===== src/rtl/dm_access_arbiter.sv =====
// Round-robin two-port front end for the 32-byte big-endian data memory.
// Sub-word stores run as read-modify-write; misaligned/out-of-range commands return err without touching DM.
module dm_access_arbiter #(
  parameter int MEM_BYTES = 32,
  parameter int SIZE_W    = 2
) (
  input  logic              clk,
  input  logic              rst_n,
  input  logic              a_req,
  input  logic              a_we,
  input  logic [SIZE_W-1:0] a_size,
  input  logic [31:0]       a_addr,
  input  logic [31:0]       a_wdata,
  input  logic              b_req,
  input  logic              b_we,
  input  logic [SIZE_W-1:0] b_size,
  input  logic [31:0]       b_addr,
  input  logic [31:0]       b_wdata,
  output logic              a_gnt,
  output logic              b_gnt,
  output logic              a_done,
  output logic              b_done,
  output logic [31:0]       a_rdata,
  output logic [31:0]       b_rdata,
  output logic              a_err,
  output logic              b_err,
  output logic [31:0]       MemAddr,
  output logic [31:0]       MemWriteData,
  output logic              MemWrite,
  input  logic [31:0]       MemReadData
);

  typedef enum logic [2:0] {S_IDLE, S_RD, S_RMW_RD, S_WR, S_RESP} state_t;

  localparam logic [SIZE_W-1:0] SZ_BYTE   = SIZE_W'(0);
  localparam logic [SIZE_W-1:0] SZ_HALF   = SIZE_W'(1);
  localparam logic [SIZE_W-1:0] SZ_WORD   = SIZE_W'(2);
  localparam logic [31:0]       MEM_LIMIT = 32'(MEM_BYTES);

  state_t            state_q, state_d;
  logic              rr_last_q, rr_last_d;   // 1 = B won the last tie
  logic              owner_q, owner_d;       // 1 = B owns the current access
  logic [SIZE_W-1:0] size_q, size_d;
  logic [1:0]        off_q, off_d;
  logic [15:0]       wdata_q, wdata_d;
  logic              a_gnt_q, a_gnt_d, b_gnt_q, b_gnt_d;
  logic              a_done_q, a_done_d, b_done_q, b_done_d;
  logic              a_err_q, a_err_d, b_err_q, b_err_d;
  logic [31:0]       a_rdata_q, a_rdata_d, b_rdata_q, b_rdata_d;
  logic [31:0]       mem_addr_q, mem_addr_d, mem_wdata_q, mem_wdata_d;
  logic              mem_we_q, mem_we_d;

  logic              pick_b;
  logic              cmd_we;
  logic [SIZE_W-1:0] cmd_size;
  logic [31:0]       cmd_addr, cmd_wdata;
  logic              cmd_err;
  logic [31:0]       lane;

  function automatic logic [31:0] load_lane(input logic [31:0] w, input logic [SIZE_W-1:0] sz,
                                            input logic [1:0] off);
    logic [31:0] r;
    r = w;
    if (sz == SZ_BYTE) begin
      case (off)
        2'd0:    r = {24'h0, w[31:24]};
        2'd1:    r = {24'h0, w[23:16]};
        2'd2:    r = {24'h0, w[15:8]};
        default: r = {24'h0, w[7:0]};
      endcase
    end else if (sz == SZ_HALF) begin
      r = off[1] ? {16'h0, w[15:0]} : {16'h0, w[31:16]};
    end
    return r;
  endfunction

  function automatic logic [31:0] merge_lane(input logic [31:0] w, input logic [SIZE_W-1:0] sz,
                                             input logic [1:0] off, input logic [15:0] d);
    logic [31:0] r;
    r = w;
    if (sz == SZ_BYTE) begin
      case (off)
        2'd0:    r = {d[7:0], w[23:0]};
        2'd1:    r = {w[31:24], d[7:0], w[15:0]};
        2'd2:    r = {w[31:16], d[7:0], w[7:0]};
        default: r = {w[31:8], d[7:0]};
      endcase
    end else if (sz == SZ_HALF) begin
      r = off[1] ? {w[31:16], d} : {d, w[15:0]};
    end
    return r;
  endfunction

  // Command of whichever port would win arbitration this cycle, checked before any DM access.
  always_comb begin
    pick_b    = b_req && (!a_req || !rr_last_q);
    cmd_we    = pick_b ? b_we    : a_we;
    cmd_size  = pick_b ? b_size  : a_size;
    cmd_addr  = pick_b ? b_addr  : a_addr;
    cmd_wdata = pick_b ? b_wdata : a_wdata;
    cmd_err   = cmd_addr >= MEM_LIMIT;
    if (cmd_size == SZ_HALF)      cmd_err = cmd_err || cmd_addr[0];
    else if (cmd_size == SZ_WORD) cmd_err = cmd_err || (cmd_addr[1:0] != 2'b00);
    else if (cmd_size != SZ_BYTE) cmd_err = 1'b1;
  end

  always_comb begin
    state_d     = state_q;
    rr_last_d   = rr_last_q;
    owner_d     = owner_q;
    size_d      = size_q;
    off_d       = off_q;
    wdata_d     = wdata_q;
    a_gnt_d     = a_gnt_q;
    b_gnt_d     = b_gnt_q;
    a_done_d    = 1'b0;
    b_done_d    = 1'b0;
    a_err_d     = 1'b0;
    b_err_d     = 1'b0;
    a_rdata_d   = '0;
    b_rdata_d   = '0;
    mem_addr_d  = '0;
    mem_wdata_d = '0;
    mem_we_d    = 1'b0;
    lane        = load_lane(MemReadData, size_q, off_q);
    case (state_q)
      S_IDLE: begin
        if (a_req || b_req) begin
          if (a_req && b_req) rr_last_d = pick_b;
          owner_d = pick_b;
          size_d  = cmd_size;
          off_d   = cmd_addr[1:0];
          wdata_d = cmd_wdata[15:0];
          a_gnt_d = !pick_b;
          b_gnt_d = pick_b;
          if (cmd_err) begin
            state_d  = S_RESP;
            a_done_d = !pick_b;
            b_done_d = pick_b;
            a_err_d  = !pick_b;
            b_err_d  = pick_b;
          end else begin
            mem_addr_d = {cmd_addr[31:2], 2'b00};
            if (!cmd_we) begin
              state_d = S_RD;
            end else if (cmd_size == SZ_WORD) begin
              state_d     = S_WR;
              mem_we_d    = 1'b1;
              mem_wdata_d = cmd_wdata;
            end else begin
              state_d = S_RMW_RD;
            end
          end
        end
      end
      S_RD: begin
        state_d   = S_RESP;
        a_done_d  = !owner_q;
        b_done_d  = owner_q;
        a_rdata_d = owner_q ? '0 : lane;
        b_rdata_d = owner_q ? lane : '0;
      end
      S_RMW_RD: begin
        state_d     = S_WR;
        mem_addr_d  = mem_addr_q;
        mem_we_d    = 1'b1;
        mem_wdata_d = merge_lane(MemReadData, size_q, off_q, wdata_q);
      end
      S_WR: begin
        state_d  = S_RESP;
        a_done_d = !owner_q;
        b_done_d = owner_q;
      end
      S_RESP: begin
        state_d = S_IDLE;
        a_gnt_d = 1'b0;
        b_gnt_d = 1'b0;
      end
      default: state_d = S_IDLE;
    endcase
  end

  always_ff @(posedge clk) begin
    if (!rst_n) begin
      state_q     <= S_IDLE;
      rr_last_q   <= 1'b1;
      owner_q     <= 1'b0;
      size_q      <= '0;
      off_q       <= '0;
      wdata_q     <= '0;
      a_gnt_q     <= 1'b0;
      b_gnt_q     <= 1'b0;
      a_done_q    <= 1'b0;
      b_done_q    <= 1'b0;
      a_err_q     <= 1'b0;
      b_err_q     <= 1'b0;
      a_rdata_q   <= '0;
      b_rdata_q   <= '0;
      mem_addr_q  <= '0;
      mem_wdata_q <= '0;
      mem_we_q    <= 1'b0;
    end else begin
      state_q     <= state_d;
      rr_last_q   <= rr_last_d;
      owner_q     <= owner_d;
      size_q      <= size_d;
      off_q       <= off_d;
      wdata_q     <= wdata_d;
      a_gnt_q     <= a_gnt_d;
      b_gnt_q     <= b_gnt_d;
      a_done_q    <= a_done_d;
      b_done_q    <= b_done_d;
      a_err_q     <= a_err_d;
      b_err_q     <= b_err_d;
      a_rdata_q   <= a_rdata_d;
      b_rdata_q   <= b_rdata_d;
      mem_addr_q  <= mem_addr_d;
      mem_wdata_q <= mem_wdata_d;
      mem_we_q    <= mem_we_d;
    end
  end

  assign a_gnt        = a_gnt_q;
  assign b_gnt        = b_gnt_q;
  assign a_done       = a_done_q;
  assign b_done       = b_done_q;
  assign a_err        = a_err_q;
  assign b_err        = b_err_q;
  assign a_rdata      = a_rdata_q;
  assign b_rdata      = b_rdata_q;
  assign MemAddr      = mem_addr_q;
  assign MemWriteData = mem_wdata_q;
  assign MemWrite     = mem_we_q;

endmodule


===== config.mk =====
export PLATFORM = sky130hd
export DESIGN_NAME = dm_access_arbiter
export DESIGN_NICKNAME = d
export VERILOG_FILES = /design/src/rtl/dm_access_arbiter.sv
export SDC_FILE = /design/constraint.sdc
export NUM_CORES = 1
export LEC_CHECK = 0
export ABC_CLOCK_PERIOD_IN_PS = 2300
export BUFFER_PORTS_ARGS = -buffer_cell sky130_fd_sc_hd__buf_2
export CAP_MARGIN = 30
export CORE_MARGIN = 10
export CORE_UTILIZATION = 47
export DETAILED_ROUTE_END_ITERATION = 10
export PLACE_DENSITY = 0.8
export SLEW_MARGIN = 20
export SYNTH_ARGS = -nofsm -noshare
export SYNTH_HDL_FRONTEND = slang
export SYNTH_SLANG_ARGS = --single-unit
export TNS_END_PERCENT = 30

===== constraint.sdc =====
create_clock -name clk -period 2.3 [get_ports clk]
set_input_delay 0.46 -clock clk [delete_from_list [all_inputs] [get_ports clk]]
set_output_delay 0.46 -clock clk [all_outputs]
set_load 0.01 [all_outputs]

After elaboration in Yosys (flattened, before gate mapping)
Index checks and enable logic that the tools add are counted.
Widths: inputs -> output; s select.
{ "word_totals": {"ff_bits": 160, "word_cells": 96} }
{ "classes": {"order_cmp": 1, "n_mux": 43, "n_reduce_logical": 23, "eq_ne": 10, "n_bitwise": 2} }
{ "op_table": {"columns": ["cell", "n"], "rows": [
  ["$mux 32", 13],
  ["$pmux 32 s2", 2],
  ["$pmux 32 s3", 1],
  ["$ge 32x6->1 const B", 1],
  ["$pmux 8 s3", 1],
  ["$mux 16", 1],
  ["$mux 1", 15],
  ["$pmux 1 s2", 5],
  ["$pmux 3 s3", 1],
  ["$eq 2x1->1 const B", 3],
  ["$eq 3x2->1 const B", 2],
  ["$mux 3", 2],
  ["$reduce_and 2->1", 3],
  ["$reduce_and 3->1", 2],
  ["$reduce_bool 2->1", 3],
  ["$eq 2x2->1 const B", 2],
  ["$logic_not 1->1", 4],
  ["$logic_not 2->1", 2],
  ["$logic_or 1x1->1", 4],
  ["$mux 2", 2],
  ["$eq 3x1->1 const B", 1],
  ["$eq 3x3->1 const B", 1],
  ["$logic_not 3->1", 1],
  ["$reduce_or 3->1", 1],
  ["4 further kinds", 6]
]} }

Logic depth before layout (Yosys ltp)
Gate-level depths: netlist (run 1).
{ "logic_depth": {"ltp_word": 11, "depth_mapped": 8, "mapped_depth_nobuf": 5} }

Worst setup path after synthesis (run 1)
Ideal clock, no wire load.
{ "synth_timing": {"kind": "input-to-reg", "startpoint": "input port a_addr[24]", "endpoint": "register mem_wdata_q[17], in the netlist MemWriteData[17]", "t_arrival_ns": 1.746, "t_required_ns": 2.204, "path_buffers": 2, "setup_slack_ns": 0.459, "cell_stages": 7, "cell_sequence": "nor4_1 -> a41oi_1 -> a21oi_1 -> o21ai_1 -> buf_4 -> buf_4 -> o41ai_2"} }
{ "synth_via": {"elab_chain_len": 8, "elab_cells_between_ends": 10} }
{ "synth_lines": {"columns": ["element", "line_no", "rtl"], "rows": [
  ["start, declared", "12", "input logic [31:0] a_addr,"],
  ["$mux 32 (*)", "99", "cmd_addr = pick_b ? b_addr : a_addr;"],
  ["$ge 32x6->1 (*)", "101", "cmd_err = cmd_addr >= MEM_LIMIT;"],
  ["$mux 1 / $logic_or 1x1->1 (equally long branches)", "104, 103", null],
  ["$mux 1", "103", "else if (cmd_size == SZ_WORD) cmd_err = cmd_err || (cmd_addr[1:0] != 2'b00);"],
  ["$mux 1 (*)", "102", "if (cmd_size == SZ_HALF) cmd_err = cmd_err || cmd_addr[0];"],
  ["$mux 32 (*)", "136", "if (cmd_err) begin"],
  ["$mux 32 (*)", "128", "if (a_req || b_req) begin"],
  ["$pmux 32 s2 (*)", "126", "case (state_q)"],
  ["end signal, assigned", "218", "mem_wdata_q <= mem_wdata_d;"],
  ["end, declared", "50", "logic [31:0] mem_addr_q, mem_addr_d, mem_wdata_q, mem_wdata_d;"]
]} }
Every way passes the cells marked *; elsewhere a longest branch is shown, timed or not.
A chain may end at the register's enable or synchronous reset.

Final worst setup path (run 1)
{ "layout_timing": {"startpoint": "register size_q[0]", "endpoint": "register mem_wdata_q[8], in the netlist MemWriteData[8]"} }
{ "layout_via": {"elab_chain_len": 4, "elab_cells_between_ends": 5} }
{ "layout_lines": {"columns": ["element", "line_no", "rtl"], "rows": [
  ["start, declared", "43", "logic [SIZE_W-1:0] size_q, size_d;"],
  ["start signal, assigned", "206", "size_q <= size_d;"],
  ["$eq 2x1->1", "88", "end else if (sz == SZ_HALF) begin"],
  ["$mux 32", "88", null],
  ["$mux 32 (*)", "81", "if (sz == SZ_BYTE) begin"],
  ["$pmux 32 s2 (*)", "126", null]
]} }
Marks and branches as above.

==> impl_metrics.env, run 1 <==
export IMPL_num_rows=42
export IMPL_drt_iter0_drc=531
export IMPL_coreArea_um2=13400
export IMPL_routed_wl_um=23000
export IMPL_p_leak_nw=4.61
export IMPL_post_route_min_period_ns=2.08
export IMPL_synth_area_leaders="dfxtp_1 48%, o41ai_2 7.2%, mux2i_1 6.4%"
export IMPL_die_area_um2=19000
export IMPL_cp_depth=6
export IMPL_seq_power_share=0.446
export IMPL_ys_async_sr_fraction=0
export IMPL_via_count=6105
export IMPL_fmax_ghz=0.482
export IMPL_crit_family="simple AND/OR/NAND/NOR gates"
export IMPL_synth_cell_type_count=55
export IMPL_status="complete, no violations"
export IMPL_finalSetupTns_ns=0
export IMPL_power_density_nw_per_um2=727
export IMPL_synth_compound_area_frac=0.218
export IMPL_viasPerCell=5.56
export IMPL_start_util=0.487
export IMPL_antenna_found_initial=0
export IMPL_drc=0
export IMPL_grt_pass1_vias=6153
export IMPL_finalSetupViolCount=0
export IMPL_area_growth_pct=34.8
export IMPL_critPathCaptureType="register"
export IMPL_path_class="register to register"
export IMPL_vdd_drop_max_mv=0.473
export IMPL_ys_ff_latch=158
export IMPL_start_kind="register"
export IMPL_max_cap_violations=0
export IMPL_layout_nets=1082
export IMPL_slew_headroom=0.536
export IMPL_seq_area_frac_synth=0.485
export IMPL_n_fill_cell=1101
export IMPL_postCtsResizedCells=0
export IMPL_ios=305
export IMPL_clock_latency_ns=0.42
export IMPL_grt_max_degree=44
export IMPL_cts_root_buf="clkbuf_16"
export IMPL_postCtsSetupRepairBufs=0
export IMPL_yosysTopAreaCellShare=0.485
export IMPL_hold_depth=2
export IMPL_portBuffers=302
export IMPL_clock_path_buffers=2
export IMPL_hp_class="input pin to register"
export IMPL_gp_congestion=0.868
export IMPL_cts_num_sinks=158
export IMPL_hpwlAfterDp_um=18000
export IMPL_synth_top_area_cell="dfxtp_1"
export IMPL_layout_drive_gt1_share=0.461
export IMPL_synth_xor_area_frac=0.00134
export IMPL_worst_ep_required_time_ns=2.59
export IMPL_fin_crit_sh=0.903
export IMPL_max_stage_delay_ns=0.52
export IMPL_grt_usage=0.233
export IMPL_yosys_most_used_dff="dfxtp_1"
export IMPL_total_power_mw=6.40
export IMPL_synth_mux_area_frac=0.0955
export IMPL_dieHeight_um=138
export IMPL_syn_inst=624
export IMPL_pwr_share_clk=0.433
export IMPL_synthAdderAreaFrac=0
export IMPL_worstPathMaxFanout=16
export IMPL_pwr_share_comb=0.121
export IMPL_worstRegToRegCells=6
export IMPL_rsz0062_at_grt="false"
export IMPL_cts_buffers=17
export IMPL_cts_htree_levels=4
export IMPL_dr_pass1_iters=5
export IMPL_syn_area_um2=6530
export IMPL_wl_per_cell_um=21.0
export IMPL_grt_pass1_wl_um=34100
export IMPL_finalMaxSlewViolations=0
export IMPL_diodes=0
export IMPL_cts_tree="yes"
export IMPL_ant_nets=0
export IMPL_pre_cts_ws_ns=0.0761
export IMPL_worst_path_buf_inv=1
export IMPL_clkSlewWorstSetupHoldPaths_ns=0.06
export IMPL_finalClockSkew_ns=0.00488
export IMPL_ys_warn_count=0
export IMPL_synth_edf_count=0
export IMPL_slowest_stage="nor2_1"
export IMPL_avgSynthCellArea_um2=10.5
export IMPL_switching_share=0.239
export IMPL_intPower_mw=4.87
export IMPL_worst_slack_ns=0.223
export IMPL_die_w_um=138
export IMPL_grt_overflow=0
export IMPL_crit_chain="nor2_1 > nand3b_1 > buf_4 > o221a_2 > o21ai_0 > o41ai_2"
export IMPL_final_util=0.657
export IMPL_synth_top_family_by_area="compound AO/OA/AOI/OAI gates"
export IMPL_finalHoldViolations=0
export IMPL_crit_arrival_ns=2.37
export IMPL_worst_pin_slew_ns=0.691
export IMPL_synthSimpleGateAreaFrac=0.159
export IMPL_ctsHoldBuffers=0
export IMPL_power_switching_mw=1.53
worst register-to-register path, cell delays in order (launching register included):
cell,delay [ns]
dfxtp_1,0.49
nor2_1,0.53
nand3b_1,0.18
buf_4,0.20
o221a_2,0.27
o21ai_0,0.15
o41ai_2,0.13
state kept, by name, summed over array words and instances, names as in the netlist:
signal	count
MemWriteData	32
a_rdata	32
b_rdata	32
MemAddr	30
wdata_q	16
state_q	3
off_q	2
size_q	2
MemWrite	1
a_done	1
a_err	1
a_gnt	1
b_done	1
b_err	1
b_gnt	1
owner_q	1
rr_last_q	1
layer usage:
| metal | track usage | share of wire | vias to the layer above |
|---|---|---|---|
| li1 | - | - | 2882 |
| met3 | 0.0790 | 0.11 | 44 |
| met1 | 0.265 | 0.38 | 2871 |
| met4 | 0.0805 | 0.022 | 0 |
| met2 | 0.398 | 0.49 | 308 |
| met5 | 0 | 0 | - |
placed cells by master (no fill, tap or decap), types with 16 or more instances in the layout:
master / instances
dfxtp_1: 158
o221a_2: 16
nor2_1: 38
o21ai_0: 27
o211a_1: 20
and2_1: 27
buf_2: 302
buf_4: 16
and3_1: 32
clkbuf_16: 17
mux2i_1: 42
nand2_1: 58
o41ai_2: 29
mux2_2: 18
layout make-up:
type	instances	area [µm²]	share of cell area
Clock buffer	22	464	0.0528
Clock inverter	7	114	0.0129
Inverter	2	7.51	0.000853
Multi-Input combinational cell	411	3120	0.354
Sequential cell	158	3160	0.359
Tap cell	176	220	0.0250
Timing Repair Buffer	322	1710	0.195
metrics by stage:
step / hold WS (ns) / area (µm²) / std cells
2_1_floorplan: 0.445 / 6530 / 625
3_3_place_gp: 0.429 / 8210 / 1068
3_5_place_dp: 0.439 / 8210 / 1068
4_1_cts: 0.336 / 8790 / 1097
5_1_grt: 0.351 / 8800 / 1098
6_report: 0.348 / 8800 / 1098
final timing paths:
kind	startpoint	end	slack, ns
worst min register to register	MemAddr[4]	MemAddr[4]	0.45
worst max-delay path	size_q[0]	MemWriteData[8]	0.22
worst max register to register	size_q[0]	MemWriteData[8]	0.22
worst min-delay path	MemReadData[22]	b_rdata[22]	0.35
kinds of logic after synthesis:
group,count (synthesis)
buf+inv,56
compound gates,146
simple gates,202
mux,60
flops,158
xor+xnor,1
other cells,1
Yosys cell counts (2+ instances only):
library cell / n
dfxtp_1: 158
nand2_1: 58
mux2i_1: 42
nor2_1: 39
clkbuf_1: 36
and3_1: 32
o41ai_2: 29
and2_1: 27
o21ai_0: 27
o211a_1: 20
mux2_2: 18
o221a_2: 16
nor4_1: 12
a22oi_1: 9
a22o_1: 8
buf_2: 8
o31ai_1: 7
a222oi_1: 6
nor3_1: 6
buf_4: 5
o41ai_1: 5
buf_6: 4
nand3_1: 4
nand3b_1: 3
nand4_1: 3
nor2b_1: 3
a21boi_0: 2
a21oi_1: 2
inv_1: 2
nand2b_1: 2
nor3b_2: 2
o21ai_1: 2
o221ai_1: 2
o22ai_1: 2
or2_2: 2
or3_1: 2
power groups by stage:
stage / sequential (mW) / clock, mW / combinational, mW
after floorplan: 2.87 / 0 / 0.462
final: 2.85 / 2.77 / 0.775
after CTS: 2.85 / 2.81 / 0.769
after global placement: 2.91 / 0 / 0.751
after global routing: 2.86 / 2.92 / 0.848
after detailed placement: 2.91 / 0 / 0.764
Power figures use the tool's default switching activity.
==> inputs of run 2 (changes only) <==
- BUFFER_PORTS_ARGS: -buffer_cell sky130_fd_sc_hd__buf_2 -> not set
- CORE_UTILIZATION: 47 -> 55
- DONT_BUFFER_PORTS: not set -> 1
- PLACE_DENSITY: 0.8 -> 0.69
==> run 2 against run 1 <==
Against the previous run:
- routed wire length decreased by 6.2%
- total power shrank 1.2%
- via count fell by 17%
- final cell count fell by 30%
- cell area shrank 17%
- fmax grew 3.0%
- sequential cell count stayed put
- setup slack better by 0.061 ns
- critical path depth stayed put
- hold slack got worse by 0.22 ns
- clock skew is 0.0060 ns higher
- critical path type unchanged
- critical endpoint is now MemWriteData[11]
==> impl_metrics.env, run 2 (same netlist as run 1, synthesis figures left out) <==
export IMPL_post_route_min_period_ns=2.02
export IMPL_status="complete, no violations"
export IMPL_clock_latency_ns=0.42
export IMPL_finalHoldViolations=0
export IMPL_diodes=0
export IMPL_cts_tree="yes"
export IMPL_worstRegToRegCells=6
export IMPL_placed_cell_area_um2=6700
export IMPL_hpwlAfterDp_um=16500
export IMPL_num_rows=39
export IMPL_intPower_mw=4.70
export IMPL_max_cap_violations=0
export IMPL_postCtsSetupRepairBufs=0
export IMPL_die_w_um=129
export IMPL_fin_area_um2=7310
export IMPL_start_util=0.567
export IMPL_dr_pass1_iters=7
export IMPL_coreArea_um2=11500
export IMPL_critPathCaptureType="register"
export IMPL_fmax_ghz=0.496
export IMPL_fin_crit_sh=0.876
export IMPL_worstPathMaxFanout=38
export IMPL_hp_class="input pin to register"
export IMPL_worst_pin_slew_ns=0.693
export IMPL_via_count=5037
export IMPL_grt_overflow=0
export IMPL_vdd_drop_max_mv=0.539
export IMPL_grt_pass1_vias=4883
export IMPL_grt_max_degree=39
export IMPL_cts_root_buf="clkbuf_16"
export IMPL_clock_path_buffers=2
export IMPL_finalClockSkew_ns=0.0109
export IMPL_die_area_um2=16600
export IMPL_pwr_share_comb=0.094
export IMPL_power_switching_mw=1.62
export IMPL_power_density_nw_per_um2=865
export IMPL_area_growth_pct=12.0
export IMPL_slew_headroom=0.534
export IMPL_rsz0062_at_grt="false"
export IMPL_finalSetupViolCount=0
export IMPL_ctsHoldBuffers=0
export IMPL_viasPerCell=6.52
export IMPL_start_kind="register"
export IMPL_wl_per_cell_um=28.0
export IMPL_cts_num_sinks=158
export IMPL_path_class="register to register"
export IMPL_layout_nets=786
export IMPL_switching_share=0.256
export IMPL_dieHeight_um=129
export IMPL_final_common_cell="dfxtp_1"
export IMPL_grt_usage=0.247
export IMPL_drc=0
export IMPL_portBuffers=0
export IMPL_stdcell_count=772
export IMPL_regArea_um2=3160
export IMPL_ant_nets=0
export IMPL_layout_drive_gt1_share=0.215
export IMPL_finalMaxSlewViolations=0
export IMPL_grt_pass1_wl_um=31800
export IMPL_antenna_found_initial=0
export IMPL_finalSetupTns_ns=0
export IMPL_routed_wl_um=21600
export IMPL_gp_congestion=0.910
export IMPL_multi_input_area_um2=3120
export IMPL_p_leak_nw=3.24
export IMPL_cts_buffers=17
export IMPL_hold_depth=1
export IMPL_postCtsResizedCells=0
export IMPL_cts_htree_levels=4
export IMPL_final_cell_mix="158 x dfxtp_1, 58 x nand2_1, 42 x mux2i_1, 38 x nor2_1, 32 x and3_1"
export IMPL_drt_iter0_drc=475
export IMPL_crit_arrival_ns=2.31
export IMPL_seq_power_share=0.451
export IMPL_n_fill_cell=917
export IMPL_clkSlewWorstSetupHoldPaths_ns=0.06
export IMPL_placed_cells=740
export IMPL_pwr_share_clk=0.455
export IMPL_worst_ep_required_time_ns=2.60
export IMPL_ios=305
[run 2: through the flow]
step                      hold WS (ns)   util  power [mW]  worst slack [ns]
after CTS                        0.109  0.635        6.35             0.329
after detailed placement         0.514  0.582        3.49             0.222
after global routing             0.105  0.635        6.52             0.157
final                            0.127  0.635        6.32             0.285
after global placement           0.500  0.582        3.48             0.285
after floorplan                  0.445      -        3.34             0.459
[run 2: layer usage]
| layer | up-vias | global-route usage | part of all wire |
|---|---|---|---|
| li1 | 2290 | - | - |
| met1 | 2425 | 0.301 | 0.40 |
| met2 | 302 | 0.384 | 0.46 |
| met3 | 20 | 0.123 | 0.13 |
| met4 | 0 | 0.0582 | 0.012 |
| met5 | - | 0 | 0 |
[run 2: final cells by class]
type                       count  share of cell area
sequential                   158               0.433
multi-input combinational    411               0.426
clock buffer                  18              0.0601
timing repair buffer          26              0.0318
tap                          143              0.0245
clock inverter                14              0.0234
inverter                       2             0.00103
[run 2: worst max-delay path: stages, from the launching register on]
cell      delay (ns)
dfxtp_1         0.36
a21boi_2        0.38
a41oi_1         0.11
a21oi_1         0.35
o21ai_4         0.11
buf_12          0.20
o41ai_1         0.39
[run 2: final timing paths]
kind                    from          endpoint  slack [ns]
setup reg to reg   rr_last_q  MemWriteData[11]        0.28
hold / removal         rst_n         rr_last_q        0.13
hold reg to reg   MemAddr[3]        MemAddr[3]        0.52
setup / recovery   rr_last_q  MemWriteData[11]        0.28
[run 2: power by group through the flow]
stage          combinational (mW)  clock (mW)  sequential, mW
2_1_floorplan               0.462           0            2.87
4_1_cts                     0.584        2.92            2.85
5_1_grt                     0.639        3.03            2.86
3_5_place_dp                0.580           0            2.91
3_3_place_gp                0.569           0            2.91
6_report                    0.593        2.88            2.85
==> inputs of run 3 (changes only) <==
- CORE_AREA: not set -> 2 2 119 121
- CORE_MARGIN: 10 -> not set
- CORE_UTILIZATION: 55 -> not set
- DIE_AREA: not set -> 0 0 121 123
- PLACE_DENSITY: 0.69 -> 0.62
==> run 3 against run 2 <==
Against the previous run:
- routed wire length is 12% lower
- critical endpoint is now MemWriteData[13]
- register-to-register slack worse by 0.07 ns
- highest routed layer unchanged
- clock skew is 0.0020 ns lower
- sequential share of layout area is 0.13 points higher
- fmax is 3.5% lower
==> impl_metrics.env, run 3 (same netlist as run 1, synthesis figures left out) <==
export IMPL_status="complete, no violations"
export IMPL_grt_max_degree=41
export IMPL_finalClockSkew_ns=0.00887
export IMPL_hp_class="input pin to register"
export IMPL_grt_pass1_wl_um=28200
export IMPL_power_density_nw_per_um2=851
export IMPL_min_delay_start="rst_n"
export IMPL_multi_input_area_um2=3110
export IMPL_final_cell_mix="158 x dfxtp_1, 58 x nand2_1, 42 x mux2i_1, 38 x nor2_1, 32 x and3_1"
export IMPL_finalMaxSlewViolations=0
export IMPL_rsz0062_at_grt="false"
export IMPL_ant_nets=0
export IMPL_start_util=0.479
export IMPL_final_common_cell="dfxtp_1"
export IMPL_drt_iter0_drc=382
export IMPL_ios=305
export IMPL_cts_num_sinks=158
export IMPL_grt_overflow=0
export IMPL_crit_chain="nor2_1 > nand3b_1 > buf_4 > o221a_2 > o21ai_0 > o41ai_2"
export IMPL_reg2reg_to="MemWriteData[13]"
export IMPL_postCtsSetupRepairBufs=0
export IMPL_clock_path_buffers=2
export IMPL_gp_congestion=0.925
export IMPL_via_count=4961
export IMPL_placed_cell_area_um2=6710
export IMPL_layout_nets=778
export IMPL_path_class="register to register"
export IMPL_worstSetupStartpoint="size_q[1]"
export IMPL_n_fill_cell=1200
export IMPL_cts_tree="yes"
export IMPL_max_cap_violations=0
export IMPL_cts_htree_levels=4
export IMPL_p_leak_nw=3.20
export IMPL_dieHeight_um=123
export IMPL_routed_wl_um=19100
export IMPL_fin_area_um2=7290
export IMPL_min_to="rr_last_q"
export IMPL_post_route_min_period_ns=2.09
export IMPL_clock_latency_ns=0.43
export IMPL_finalSetupTns_ns=0
export IMPL_hpwlAfterDp_um=14500
export IMPL_stdcell_count=800
export IMPL_viasPerCell=6.20
export IMPL_cts_root_buf="clkbuf_16"
export IMPL_clkSlewWorstSetupHoldPaths_ns=0.06
export IMPL_antenna_found_initial=0
export IMPL_area_growth_pct=11.7
export IMPL_r2r_slack_ns=0.21
export IMPL_worstPathMaxFanout=14
export IMPL_ctsHoldBuffers=0
export IMPL_die_area_um2=14900
export IMPL_portBuffers=0
export IMPL_worst_ep_required_time_ns=2.59
export IMPL_postCtsResizedCells=0
export IMPL_grt_pass1_vias=4886
export IMPL_fmax_ghz=0.479
export IMPL_placed_cells=769
export IMPL_crit_arrival_ns=2.38
export IMPL_finalSetupViolCount=0
export IMPL_vdd_drop_max_mv=0.506
export IMPL_dr_pass1_iters=5
export IMPL_diodes=0
export IMPL_grt_usage=0.252
export IMPL_max_stage_delay_ns=0.55
export IMPL_coreArea_um2=13600
export IMPL_crit_family="simple AND/OR/NAND/NOR gates"
export IMPL_layout_drive_gt1_share=0.202
export IMPL_worstRegToRegCells=6
export IMPL_slew_headroom=0.555
export IMPL_worst_pin_slew_ns=0.666
export IMPL_slowest_stage="nor2_1"
export IMPL_regArea_um2=3160
export IMPL_hold_depth=1
export IMPL_total_power_mw=6.21
export IMPL_critPathCaptureType="register"
export IMPL_wl_per_cell_um=23.9
export IMPL_num_rows=43
export IMPL_r2r_start="size_q[1]"
export IMPL_start_kind="register"
export IMPL_drc=0
export IMPL_fin_crit_sh=0.908
export IMPL_worst_slack_ns=0.212
export IMPL_cts_buffers=17
export IMPL_worst_path_buf_inv=1
export IMPL_die_w_um=121
export IMPL_pre_cts_ws_ns=0.203
export IMPL_finalHoldViolations=0
[run 3: through the flow]
| step | hold WS, ns | utilization |
|---|---|---|
| 3_3_place_gp | 0.501 | 0.493 |
| 3_5_place_dp | 0.503 | 0.493 |
| 2_1_floorplan | 0.445 | - |
| 5_1_grt | 0.0869 | 0.536 |
| 4_1_cts | 0.0903 | 0.536 |
| 6_report | 0.0981 | 0.536 |
[run 3: worst max-delay path by stage]
| stage | cells after the start | to |
|---|---|---|
| floorplan | 7 | MemWriteData[17] |
| global placement | 6 | MemWriteData[7] |
| detailed placement | 6 | MemWriteData[11] |
| CTS | 6 | MemWriteData[8] |
| global route | 6 | MemWriteData[15] |
| finish | 6 | MemWriteData[13] |
[run 3: cell type report]
class	count	area share
well taps	180	0.0309
multi-input cells	411	0.427
inverters	2	0.00103
repair buffers	18	0.0271
flip-flops and latches	158	0.434
clock buffers	17	0.0584
clock inverters	14	0.0216
[run 3: where the power goes]
group          total, mW  internal (mW)  switching (mW)
sequential          2.85           2.78          0.0635
clock               2.78           1.62            1.17
combinational      0.576          0.238           0.337
[run 3: per-layer routing]
layer,GRT usage,vias up,part of all wire
li1,-,2273,-
met1,0.326,2406,0.42
met2,0.396,254,0.46
met3,0.0835,28,0.098
met4,0.0865,0,0.017
met5,0,-,0
